<file path="src/rtl/instr_fetch_unit.sv">
// Instruction fetch: owns the PC and keeps one request outstanding. L-cycle memory latency gives one instruction per L+1 cycles.
// Stall from decode parks a late response in a one-entry skid buffer. Redirects re-aim the PC and drop any stale response.
module instr_fetch_unit #(
  parameter int unsigned     XLEN     = 32,
  parameter logic [XLEN-1:0] RESET_PC = '0
) (
  input  logic            clk,
  input  logic            arst,
  input  logic            stall,
  input  logic            branch_taken,
  input  logic [XLEN-1:0] branch_pc,
  input  logic            jump,
  input  logic [XLEN-1:0] jump_pc,
  output logic            imem_req,
  output logic [XLEN-1:0] imem_addr,
  input  logic            imem_rvalid,
  input  logic [XLEN-1:0] imem_rdata,
  output logic            if_valid,
  output logic [XLEN-1:0] if_instr,
  output logic [XLEN-1:0] if_pc
);

  typedef enum logic [1:0] {IDLE, ISSUE, WAIT, HOLD} state_e;

  state_e          state_q, state_d;
  logic [XLEN-1:0] pc_q, pc_d;
  logic            drop_q, drop_d;
  logic            skid_vld_q, skid_vld_d;
  logic [XLEN-1:0] skid_instr_q, skid_instr_d;
  logic [XLEN-1:0] skid_pc_q, skid_pc_d;
  logic            if_valid_q, if_valid_d;
  logic [XLEN-1:0] if_instr_q, if_instr_d;
  logic [XLEN-1:0] if_pc_q, if_pc_d;

  logic            redirect;
  logic [XLEN-1:0] target_raw;
  logic [XLEN-1:0] target;

  assign redirect   = jump | branch_taken;
  assign target_raw = jump ? jump_pc : branch_pc;
  assign target     = {target_raw[XLEN-1:2], 2'b00};

  always_comb begin
    state_d      = state_q;
    pc_d         = pc_q;
    drop_d       = drop_q;
    skid_vld_d   = skid_vld_q;
    skid_instr_d = skid_instr_q;
    skid_pc_d    = skid_pc_q;
    if_valid_d   = if_valid_q;
    if_instr_d   = if_instr_q;
    if_pc_d      = if_pc_q;

    // Decode takes the current instruction; a load below may refill it.
    if (if_valid_q && !stall) begin
      if_valid_d = 1'b0;
    end

    unique case (state_q)
      IDLE:  state_d = ISSUE;
      ISSUE: state_d = WAIT;
      WAIT: begin
        if (imem_rvalid) begin
          if (drop_q) begin
            drop_d  = 1'b0;
            state_d = ISSUE;
          end else begin
            pc_d = pc_q + XLEN'(4);
            if (!if_valid_q || !stall) begin
              if_valid_d = 1'b1;
              if_instr_d = imem_rdata;
              if_pc_d    = pc_q;
              state_d    = ISSUE;
            end else begin
              skid_vld_d   = 1'b1;
              skid_instr_d = imem_rdata;
              skid_pc_d    = pc_q;
              state_d      = HOLD;
            end
          end
        end
      end
      HOLD: begin
        if (!stall) begin
          if_valid_d = skid_vld_q;
          if_instr_d = skid_instr_q;
          if_pc_d    = skid_pc_q;
          skid_vld_d = 1'b0;
          state_d    = ISSUE;
        end
      end
      default: state_d = IDLE;
    endcase

    // A redirect wins over stall and normal flow; an in-flight request becomes stale.
    if (redirect) begin
      pc_d       = target;
      if_valid_d = 1'b0;
      skid_vld_d = 1'b0;
      unique case (state_q)
        ISSUE: begin
          drop_d  = 1'b1;
          state_d = WAIT;
        end
        WAIT: begin
          if (imem_rvalid) begin
            drop_d  = 1'b0;
            state_d = ISSUE;
          end else begin
            drop_d  = 1'b1;
            state_d = WAIT;
          end
        end
        default: state_d = ISSUE;
      endcase
    end
  end

  always_ff @(posedge clk or posedge arst) begin
    if (arst) begin
      state_q      <= IDLE;
      pc_q         <= RESET_PC;
      drop_q       <= 1'b0;
      skid_vld_q   <= 1'b0;
      skid_instr_q <= '0;
      skid_pc_q    <= '0;
      if_valid_q   <= 1'b0;
      if_instr_q   <= '0;
      if_pc_q      <= '0;
    end else begin
      state_q      <= state_d;
      pc_q         <= pc_d;
      drop_q       <= drop_d;
      skid_vld_q   <= skid_vld_d;
      skid_instr_q <= skid_instr_d;
      skid_pc_q    <= skid_pc_d;
      if_valid_q   <= if_valid_d;
      if_instr_q   <= if_instr_d;
      if_pc_q      <= if_pc_d;
    end
  end

  assign imem_req  = (state_q == ISSUE);
  assign imem_addr = pc_q;
  assign if_valid  = if_valid_q;
  assign if_instr  = if_instr_q;
  assign if_pc     = if_pc_q;

endmodule

</file>
<file path="config.mk">
export PLATFORM = sky130hd
export DESIGN_NAME = instr_fetch_unit
export DESIGN_NICKNAME = d
export VERILOG_FILES = /design/src/rtl/instr_fetch_unit.sv
export SDC_FILE = /design/constraint.sdc
export NUM_CORES = 1
export LEC_CHECK = 0
export CORE_UTILIZATION = 49
export DETAILED_ROUTE_END_ITERATION = 7
export GPL_TIMING_DRIVEN = 1
export HOLD_SLACK_MARGIN = 0.1
export PLACE_DENSITY = 0.81
export SYNTH_ARGS = -nofsm -noshare
export SYNTH_HDL_FRONTEND = slang
export SYNTH_SLANG_ARGS = --single-unit
</file>
<file path="constraint.sdc">
create_clock -name clk -period 6.65 [get_ports clk]
set_clock_uncertainty 0.1 [all_clocks]
set_input_delay 0.9975 -clock clk [delete_from_list [all_inputs] [get_ports clk]]
set_output_delay 0.9975 -clock clk [all_outputs]
set_load 0.02 [all_outputs]
</file>
==> results by group, run 1 <==
Synth
  • Synth area leaders: dfrtp_1, mux2_2, mux2i_1, o21ai_0, nand2_1
  • Main combinational cell family by area after synthesis: multiplexers
  • Seq cells post-synth: 159
  • Adder-Cell Fraction of Synth Area: less than 1%
  • Top-area cell type share of the netlist area: between 50% and 60%
  • Synth Area in Simple Gates: 11.4%
  • Mapped Cells: 689
  • Top_reg_cell synth: dfrtp_1
  • Most area-hungry cell type in the Yosys netlist: dfrtp_1
  • Yosys warns: 0
  • EDFF count, synth: 0
  • Syn_area_per_cell: 10.9 um^2
  • FFs w/ async S/R, synth: 100%
  • Mapped Area: 7540 um^2
  • Synth Area in Compound Gates: 10.4%
  • Seq/Total Area, Yosys: 52.7%
  • Xor/xnor share of the synthesized area: 2.67%
  • Mux share of post-synthesis cell area: 18.7%
  • Yosys cell types: 48

Flow run
  • Max cap viols: 0

Detailed routing
  • Vias per Instance: 5.62
  • Drt first pass iters: 4
  • DRC violations left: 0
  • First-iteration detailed-routing DRC count: roughly 350
  • Aggregate routed wire length: roughly 19000 um
  • WL/cell: roughly 18 um
  • Via count: 5946
  • Final antenna-violating net count: 0

STA
  • Unrepaired setup endpoints after global routing: false
  • Setup TNS: 0 ns
  • Final worst-path cycle share: between 50% and 60%
  • Worst relative slew slack: 23.3%
  • Highest Clock Rate: 0.259 GHz
  • Least-Margin Pin Slew: 1.15 ns
  • Fin. max-slew vios: 0
  • Setup Viol. Count Final: 0
  • Final Hold Viols: 0
  • Minimum clock period: 3.86 ns

Placement
  • Final Wtd Congestion: 0.926
  • Port Buf Inserts: 191
  • Hpwl dp: between 10000 and 15000 um
  • DP Area: 9560 um^2

Worst hold path
  • Hold Crit Endpoint: if_pc[23]
  • Hold Path Depth: 2
  • Worst Hold Class: reg2reg
  • Min-delay src: if_pc[23]

Setup path
  • Crit Path Class: in2reg
  • Critical path, cell by cell: clkdlybuf4s50_1 -> nand3b_1 -> nor2_4 -> buf_4 -> mux2_2
  • Crit path buf inv count: 2
  • Startpoint Class: input port
  • R2R Path End: skid_pc_q[20]
  • Reg-to-reg slack, setup: a little over 3 ns
  • R2R Path Start: state_q[0]
  • CP Data Required Time: about 7 ns
  • Max Fanout on Critical Path: 38
  • Crit. End Element: flop
  • Delay-heaviest family, CP: simple AND/OR/NAND/NOR gates
  • Reg2Reg Depth: 6
  • CP peak stage delay: 1.07 ns
  • Slowest stage cell, crit path: nor2_4
  • CP arrival: 4.05 ns

Run status
  • Outcome: finished clean

Global route
  • Vias in the first global route: 6094
  • GRT overflow: 0
  • Initial antenna violation count: 0
  • Pin count of the biggest net entering global routing: 91
  • First-pass GRT wire length: roughly 30000 um
  • GRT Total Usage: 24.3%

Clock tree
  • CTS tree: yes
  • Worst-Skew Late Latency: about 0.4 ns
  • Reg clk slew, reported paths: 0.06 ns
  • Deepest clock path buffer count: 2
  • CTS Buf Count: 17
  • CTS root buffer: clkbuf_16
  • Setup Fix Bufs, Post-CTS: 0
  • PostCTS Resize Cnt: 0
  • Cts hold-fix bufs: 0
  • Htree depth: 4
  • Clk sinks: 159

Pwr
  • Logic pwr share: approximately a third
  • Int Power: approximately 2.3 mW
  • Net switching power: 1.17 mW
  • Clock power share: 28.1%
  • Flop pwr share: 37.4%
  • Net Sw Frac: 33.5%
  • Power density over the cells: 343 nW/um^2
  • Maximum VDD drop: 0.000185 V
  • P_leak: 4.37 nW

Final layout
  • Area Overhead vs Synth: 34.7%
  • Fill cell count: 1100
  • Most common library cell in the layout ignoring fill and taps: clkdlybuf4s50_1
  • Inserted Diodes: 0
  • Most frequent cells in the layout: clkdlybuf4s50_1, dfrtp_1, nand2_1
  • Layout cell share with drive strength beyond 1: 13.4%
  • Post-route cell area: 10200 um^2
  • Nets: 967

Floorplanning
  • Die Ht: 126 um
  • Cell row count: 44
  • Die Footprint: 15900 um^2
  • # IOs: 200
  • Die width: 126 um
  • Initial core utilization: 51.1%
  • Core ar.: between 10000 and 15000 um^2
per-layer routing:
layer	GRT usage [%]	vias up	part of all wire (%)
met2	40.8	223	50
li1	-	2780	-
met4	10.5	0	2.2
met1	31.0	2910	43
met5	0	-	0
met3	4.50	33	5.1
cells in the mapped netlist, drive strengths merged, types with 14 or more instances:
cell,instances
a21oi,29
buf,22
clkbuf,25
dfrtp,159
mux2,66
mux2i,66
nand2,84
nand3,17
nor2,16
o21ai,74
xor2,14
worst max path at each step:
stage,cells after the start,slack [ns],start,endpoint
3_5_place_dp,5,2.41,imem_rvalid,skid_pc_q[23]
6_report,5,2.79,imem_rvalid,skid_pc_q[20]
4_1_cts,5,2.82,imem_rvalid,skid_pc_q[20]
2_1_floorplan,1,1.26,arst,drop_q
5_1_grt,5,2.65,imem_rvalid,skid_pc_q[29]
3_3_place_gp,5,2.44,imem_rvalid,skid_pc_q[24]
stage by stage:
step / util [%] / cells / hold WS (ns) / worst slack, ns / power (mW)
floorplan: - / 692 / 0.380 / 1.26 / 1.96
global route: 68.9 / 1058 / 0.413 / 2.65 / 3.66
CTS: 68.9 / 1058 / 0.385 / 2.82 / 3.51
global placement: 64.8 / 1026 / 0.361 / 2.44 / 2.48
finish: 68.9 / 1058 / 0.380 / 2.79 / 3.49
detailed placement: 64.8 / 1026 / 0.370 / 2.41 / 2.53
sequential cells by signal (all words and copies together) (netlist names):
name          count
skid_pc_q        30
drop_q            1
if_valid          1
imem_addr        30
state_q           2
if_pc            30
skid_instr_q     32
skid_vld_q        1
if_instr         32
final cells by class:
cell class / count / area, um^2 / share of cell area [%]
multi-input combinational: 475 / 3340 / 32.9
tap: 184 / 230 / 2.27
clock inverter: 9 / 106 / 1.05
sequential: 159 / 3980 / 39.2
clock buffer: 23 / 498 / 4.90
inverter: 11 / 46.3 / 0.456
timing repair buffer: 197 / 1960 / 19.3
cells by family (layout without fill, tap and decap cells):
logic type               after synthesis  in the layout
multiplexers                         132            132
buffers and inverters                 58            240
adder cells (fa/ha/maj)                4              4
flip-flops                           159            159
AO/OA/AOI/OAI                        139            139
AND/OR/NAND/NOR                      173            173
XOR/XNOR                              23             23
other                                  1              4
power by group through the flow:
stage	logic, mW	clock network [mW]	registers, mW
after global placement	1.17	0	1.30
after detailed placement	1.21	0	1.32
final	1.20	0.981	1.30
after CTS	1.21	0.994	1.31
after floorplan	0.455	0	1.51
after global routing	1.30	1.03	1.33
tightest hold or removal path, stage by stage, from the launching register on:
cell and delay (ns):
dfrtp_1 0.34, nand2_1 0.04, o21ai_0 0.06
Power figures use the tool's default switching activity.
==> inputs of run 2 (changes only) <==
- CORE_UTILIZATION: 49 -> 44
- PLACE_DENSITY: 0.81 -> 0.76
- clock period: 6.65 -> 3.39 ns (I/O delays scaled with it)
==> run 2 against run 1 <==
- die area rose by 11%
- register-to-register slack got worse by 2.3 ns
- final area rose by 2.0%
- first-iteration DRC count down 11%
- non-clock buffer count is 11 higher
- clock-buffer cell count fell by 3
- worst hold slack lost 0.0032 ns
- combinational power increased by 98%
- via count down 2.3%
- critical path type is now reg2reg
- critical endpoint is now imem_addr[29]
- largest cell class unchanged
==> results by group, run 2 (synthesis gave the netlist of run 1 again) <==
Setup path
  • CP Data Required Time: 3.63 ns (-3.21 ns)
  • CP arrival: 2.93 ns (-1.12 ns)
  • R2R Path End: imem_addr[29]
  • R2R Path Start: state_q[0]
  • Crit. End Element: flop
  • Reg-to-reg slack, setup: 0.70 ns (-2.34 ns)
  • Crit Path Class: reg2reg
  • Reg2Reg Depth: 7 (+1)
  • Startpoint Class: flop
  • Max Fanout on Critical Path: 9 (-76%)

Pwr
  • Maximum VDD drop: 0.000426 V (+130%)
  • Power density over the cells: 663 nW/um^2 (+93%)
  • P_leak: 4.44 nW (+1.5%)
  • Power consumption: 6.87 mW (+97%)

STA
  • Final Hold Viols: 0 (unchanged)
  • Unrepaired setup endpoints after global routing: false
  • Fin. max-slew vios: 0 (unchanged)
  • Worst relative slew slack: 53.4% (+30 points)
  • Setup TNS: 0 ns (unchanged)
  • Minimum clock period: approximately 2.7 ns
  • Highest Clock Rate: 0.371 GHz
  • Final worst-path cycle share: 79.4%
  • Least-Margin Pin Slew: 0.697 ns (-0.453 ns)
  • Setup Viol. Count Final: 0 (unchanged)

Clock tree
  • Worst-Skew Late Latency: 0.42 ns (about the same)
  • Deepest clock path buffer count: 2 (unchanged)
  • Clk sinks: 159 (unchanged)
  • CTS Buf Count: 17 (unchanged)
  • Htree depth: 4 (unchanged)
  • Setup Fix Bufs, Post-CTS: 0 (unchanged)
  • Cts hold-fix bufs: 0 (unchanged)
  • CTS root buffer: clkbuf_16
  • PostCTS Resize Cnt: 0 (unchanged)
  • Reg clk slew, reported paths: 0.06 ns (about the same)
  • CTS tree: yes

Detailed routing
  • DRC violations left: 0 (unchanged)
  • Aggregate routed wire length: 18500 um (-0.42%)
  • Drt first pass iters: 5 (+1)
  • Final antenna-violating net count: 0 (unchanged)
  • First-iteration detailed-routing DRC count: 308 (-11%)
  • Via count: 5808 (-2.3%)
  • Vias per Instance: 5.25 (-6.6%)
  • WL/cell: 16.7 um (-4.7%)

Final layout
  • Most frequent cells in the layout: clkdlybuf4s50_1, dfrtp_1, nand2_1
  • Fill cell count: 1365 (+24%)
  • Most common library cell in the layout ignoring fill and taps: clkdlybuf4s50_1
  • Layout cell share with drive strength beyond 1: 14.4% (+0.96 points)
  • Register area: 3980 um^2 (unchanged)
  • Area of the multi-input gates: 3340 um^2 (unchanged)
  • Area Overhead vs Synth: 37.4%
  • Nets: 978 (+1.1%)

Floorplanning
  • Cell row count: 47 (+6.8%)
  • Die Ht: 133 um (+5.4%)
  • Initial core utilization: 45.3% (-5.8 points)
  • Die width: 133 um (+5.4%)
  • Die Footprint: 17700 um^2 (+11%)
  • # IOs: 200 (unchanged)
  • Core ar.: 16600 um^2 (+13%)

Worst hold path
  • Hold Path Depth: 2 (unchanged)
  • Hold Crit Endpoint: if_instr[23]
  • Min-delay src: if_instr[23]
  • Worst Hold Class: reg2reg

Placement
  • Final Wtd Congestion: 0.839 (-9.3%)
  • Hpwl dp: 13000 um (+1.3%)
  • Port Buf Inserts: 191 (unchanged)

Global route
  • GRT overflow: 0 (unchanged)
  • GRT Total Usage: 22.1% (-2.3 points)
  • First-pass GRT wire length: 30200 um (-0.39%)
  • Pin count of the biggest net entering global routing: 103 (+13%)
  • Vias in the first global route: 5735 (-5.9%)
  • Initial antenna violation count: 2 (+2)

Run status
  • Outcome: finished clean

Flow run
  • Max cap viols: 0 (unchanged)
[run 2: cell types whose count changed in the layout (fill, tap and decap cells not counted), sizes merged]
cell	change
buf	+11
clkbuf	-3
diode	+1
clkinvlp	+2
inv	+1
bufinv	+1
clkinv	-1
[run 2: through the flow]
step	area [um^2]	setup WS (ns)	std cells	utilization (%)	hold WS (ns)
detailed placement	9760	0.525	1073	58.6	0.369
CTS	10400	0.736	1105	62.3	0.383
floorplan	7560	0.767	692	-	0.380
global placement	9760	0.538	1073	58.6	0.360
global route	10400	0.534	1105	62.3	0.390
finish	10400	0.697	1106	62.3	0.377
[run 2: layout make-up]
type | count | area share, %
Timing Repair Buffer | 208 | 20.4
Multi-Input combinational cell | 475 | 32.3
Clock inverter | 12 | 1.54
Inverter | 11 | 0.434
Antenna cell | 1 | 0.0241
Clock buffer | 20 | 4.31
Tap cell | 220 | 2.66
Sequential cell | 159 | 38.4
[run 2: critical path, cell delays in order, from the launching register on]
cell      delay, ns
dfrtp_1        0.42
inv_1          0.09
ha_1           0.31
nand3b_1       0.43
nor4_2         0.63
nand3_1        0.15
or3_1          0.32
a31oi_1        0.16
[run 2: routing by layer]
layer / global-route usage, % / wire length, um / vias to the layer above
met3: 6.78 / 1390 / 22
met1: 28.6 / 8110 / 2797
met2: 35.0 / 8670 / 184
met5: 0 / 13 / -
met4: 7.73 / 276 / 2
li1: - / - / 2803
[run 2: power breakdown]
| group | internal, mW | switching (mW) |
|---|---|---|
| registers | 2.28 | 0.265 |
| logic | 1.11 | 1.26 |
| clock network | 1.18 | 0.773 |
[run 2: worst max path at each step]
stage	cells past startpoint	slack (ns)	to	from
final	7	0.70	imem_addr[29]	state_q[0]
after global routing	7	0.53	imem_addr[29]	state_q[0]
after CTS	7	0.74	imem_addr[29]	state_q[0]
after detailed placement	6	0.53	imem_addr[29]	imem_rvalid
after global placement	6	0.54	imem_addr[29]	imem_rvalid
after floorplan	1	0.77	drop_q	arst
==> inputs of run 3 (changes only) <==
- CORE_UTILIZATION: 44 -> 49
- PLACE_DENSITY: 0.76 -> 0.81
- clock period: 3.39 -> 2.75 ns (I/O delays scaled with it)
==> run 3 against run 2 <==
- final cell count shrank 3.3%
- first-iteration DRC count grew 30%
- sequential power grew 24%
- sequential share of layout area grew 0.065 points
- wire length shrank 1.1%
- combinational power grew 24%
- critical path depth grew 1
- via count grew 2.2%
- maximum frequency grew 6.2%
==> results by group, run 3 (synthesis gave the netlist of run 1 again) <==
Run status
  • Outcome: finished clean

Setup path
  • Critical path, cell by cell: inv_1 -> ha_1 -> nand3b_1 -> buf_4 -> o32a_2 -> buf_4 -> nand2_1 -> o21ai_0
  • Crit. End Element: flop
  • Startpoint Class: flop
  • CP arrival: 2.72 ns (-0.21 ns)
  • CP Data Required Time: 2.93 ns (-0.70 ns)
  • Slowest stage cell, crit path: dfrtp_1
  • Crit-path most repeated cell: buf_4
  • Reg-to-reg slack, setup: 0.21 ns (-0.48 ns)
  • CP peak stage delay: 0.43 ns (-0.20 ns)
  • Max Fanout on Critical Path: 42 (+33)
  • Crit Path Class: reg2reg

Final layout
  • Nets: 979 (+0.10%)
  • Area of the multi-input gates: 3340 um^2 (unchanged)
  • Most common library cell in the layout ignoring fill and taps: clkdlybuf4s50_1
  • Area Overhead vs Synth: 37.2%
  • Inserted Diodes: 0 (-1)
  • Fill cell count: 1058 (-22%)
  • Layout cell share with drive strength beyond 1: 14.6% (+0.21 points)
  • Register area: 3980 um^2 (unchanged)
  • Most frequent cells in the layout: clkdlybuf4s50_1, dfrtp_1, nand2_1

STA
  • Final Hold Viols: 0 (unchanged)
  • Setup Viol. Count Final: 0 (unchanged)
  • Least-Margin Pin Slew: 0.630 ns (-0.0675 ns)
  • Highest Clock Rate: 0.394 GHz (+6.2%)
  • Final worst-path cycle share: 92.2% (+13 points)
  • Unrepaired setup endpoints after global routing: false
  • Setup TNS: 0 ns (unchanged)
  • Fin. max-slew vios: 0 (unchanged)
  • Worst relative slew slack: 57.6% (+4.2 points)
  • Minimum clock period: 2.54 ns (-0.156 ns)

Floorplanning
  • Cell row count: 44 (-6.4%)
  • Die Footprint: 15900 um^2 (-10%)
  • Die Ht: 126 um (-5.2%)
  • # IOs: 200 (unchanged)
  • Die width: 126 um (-5.2%)
  • Initial core utilization: 51.1% (+5.8 points)
  • Core ar.: 14800 um^2 (-11%)

Clock tree
  • Setup Fix Bufs, Post-CTS: 0 (unchanged)
  • Deepest clock path buffer count: 2 (unchanged)
  • Cts hold-fix bufs: 0 (unchanged)
  • CTS root buffer: clkbuf_16
  • PostCTS Resize Cnt: 0 (unchanged)
  • CTS tree: yes
  • Worst-Skew Late Latency: 0.42 ns (about the same)
  • Htree depth: 4 (unchanged)
  • CTS Buf Count: 17 (unchanged)
  • Reg clk slew, reported paths: 0.06 ns (about the same)
  • Clk sinks: 159 (unchanged)

Pwr
  • Power consumption: 8.61 mW (+25%)
  • P_leak: 4.45 nW (+0.42%)
  • Maximum VDD drop: 0.000482 V (+13%)
  • Power density over the cells: 832 nW/um^2 (+25%)

Detailed routing
  • Via count: 5933 (+2.2%)
  • WL/cell: 17.1 um (+2.3%)
  • Aggregate routed wire length: 18300 um (-1.1%)
  • Final antenna-violating net count: 0 (unchanged)
  • Vias per Instance: 5.54 (+5.6%)
  • DRC violations left: 0 (unchanged)
  • Drt first pass iters: 4 (-1)
  • First-iteration detailed-routing DRC count: 401 (+30%)

Placement
  • Hpwl dp: 12800 um (-1.8%)
  • Final Wtd Congestion: 0.915 (+9.1%)
  • Port Buf Inserts: 191 (unchanged)

Worst hold path
  • Worst Hold Class: in2async

Global route
  • GRT overflow: 0 (unchanged)
  • First-pass GRT wire length: 29800 um (-1.3%)
  • Vias in the first global route: 5940 (+3.6%)
  • Initial antenna violation count: 0 (-2)
  • Pin count of the biggest net entering global routing: 98 (-4.9%)
  • GRT Total Usage: 23.9% (+1.8 points)

Flow run
  • Max cap viols: 0 (unchanged)
==> run 3: critical path, delay by kind of cell (launching register included) <==
family                   cells  cell delay (ns)
AO/OA/AOI/OAI                2             0.47
adder cells (fa/ha/maj)      1             0.32
buffers and inverters        3             0.64
AND/OR/NAND/NOR              2             0.43
flip-flops                   1             0.43
==> run 3: stage by stage <==
step / setup slack [ns] / instances / cell area [um^2] / hold slack (ns) / utilization (%)
CTS: 0.205 / 1070 / 10300 / 0.383 / 70.1
global route: 0.0641 / 1070 / 10300 / 0.400 / 70.1
floorplan: 0.223 / 692 / 7560 / 0.380 / -
finish: 0.213 / 1070 / 10300 / 0.377 / 70.1
global placement: 0.190 / 1038 / 9710 / 0.362 / 65.8
detailed placement: 0.127 / 1038 / 9710 / 0.369 / 65.8
==> run 3: final timing paths <==
path | start | to | cells past startpoint
setup / recovery | state_q[0] | if_pc[5] | 8
hold / removal | arst | if_instr[2] | 3
setup reg to reg | state_q[0] | if_pc[5] | 8
hold reg to reg | if_pc[9] | if_pc[9] | 2
max in group asynchronous | arst | skid_pc_q[5] | 3
min in group clk | if_pc[9] | if_pc[9] | 2
==> run 3: final cells by class <==
class / count / share of cell area, %
clock buffer: 20 / 4.41
sequential: 159 / 38.4
multi-input combinational: 475 / 32.3
clock inverter: 12 / 1.79
timing repair buffer: 209 / 20.4
tap: 184 / 2.22
inverter: 11 / 0.435
==> run 3: power breakdown <==
part           total [mW]  leakage [nW]  switching [mW]  internal, mW
registers            3.14          2.07           0.335          2.81
clock network        2.53         0.299           0.957          1.57
logic                2.93          2.09            1.56          1.37
total                8.61          4.45            2.85          5.76
==> run 3: metal layers <==
metal | track usage, % | vias up | share of wire [%]
met5 | 0 | - | 0
met4 | 8.72 | 0 | 1.7
met3 | 4.89 | 23 | 5.2
met2 | 39.4 | 211 | 49
met1 | 31.4 | 2882 | 45
li1 | - | 2817 | -
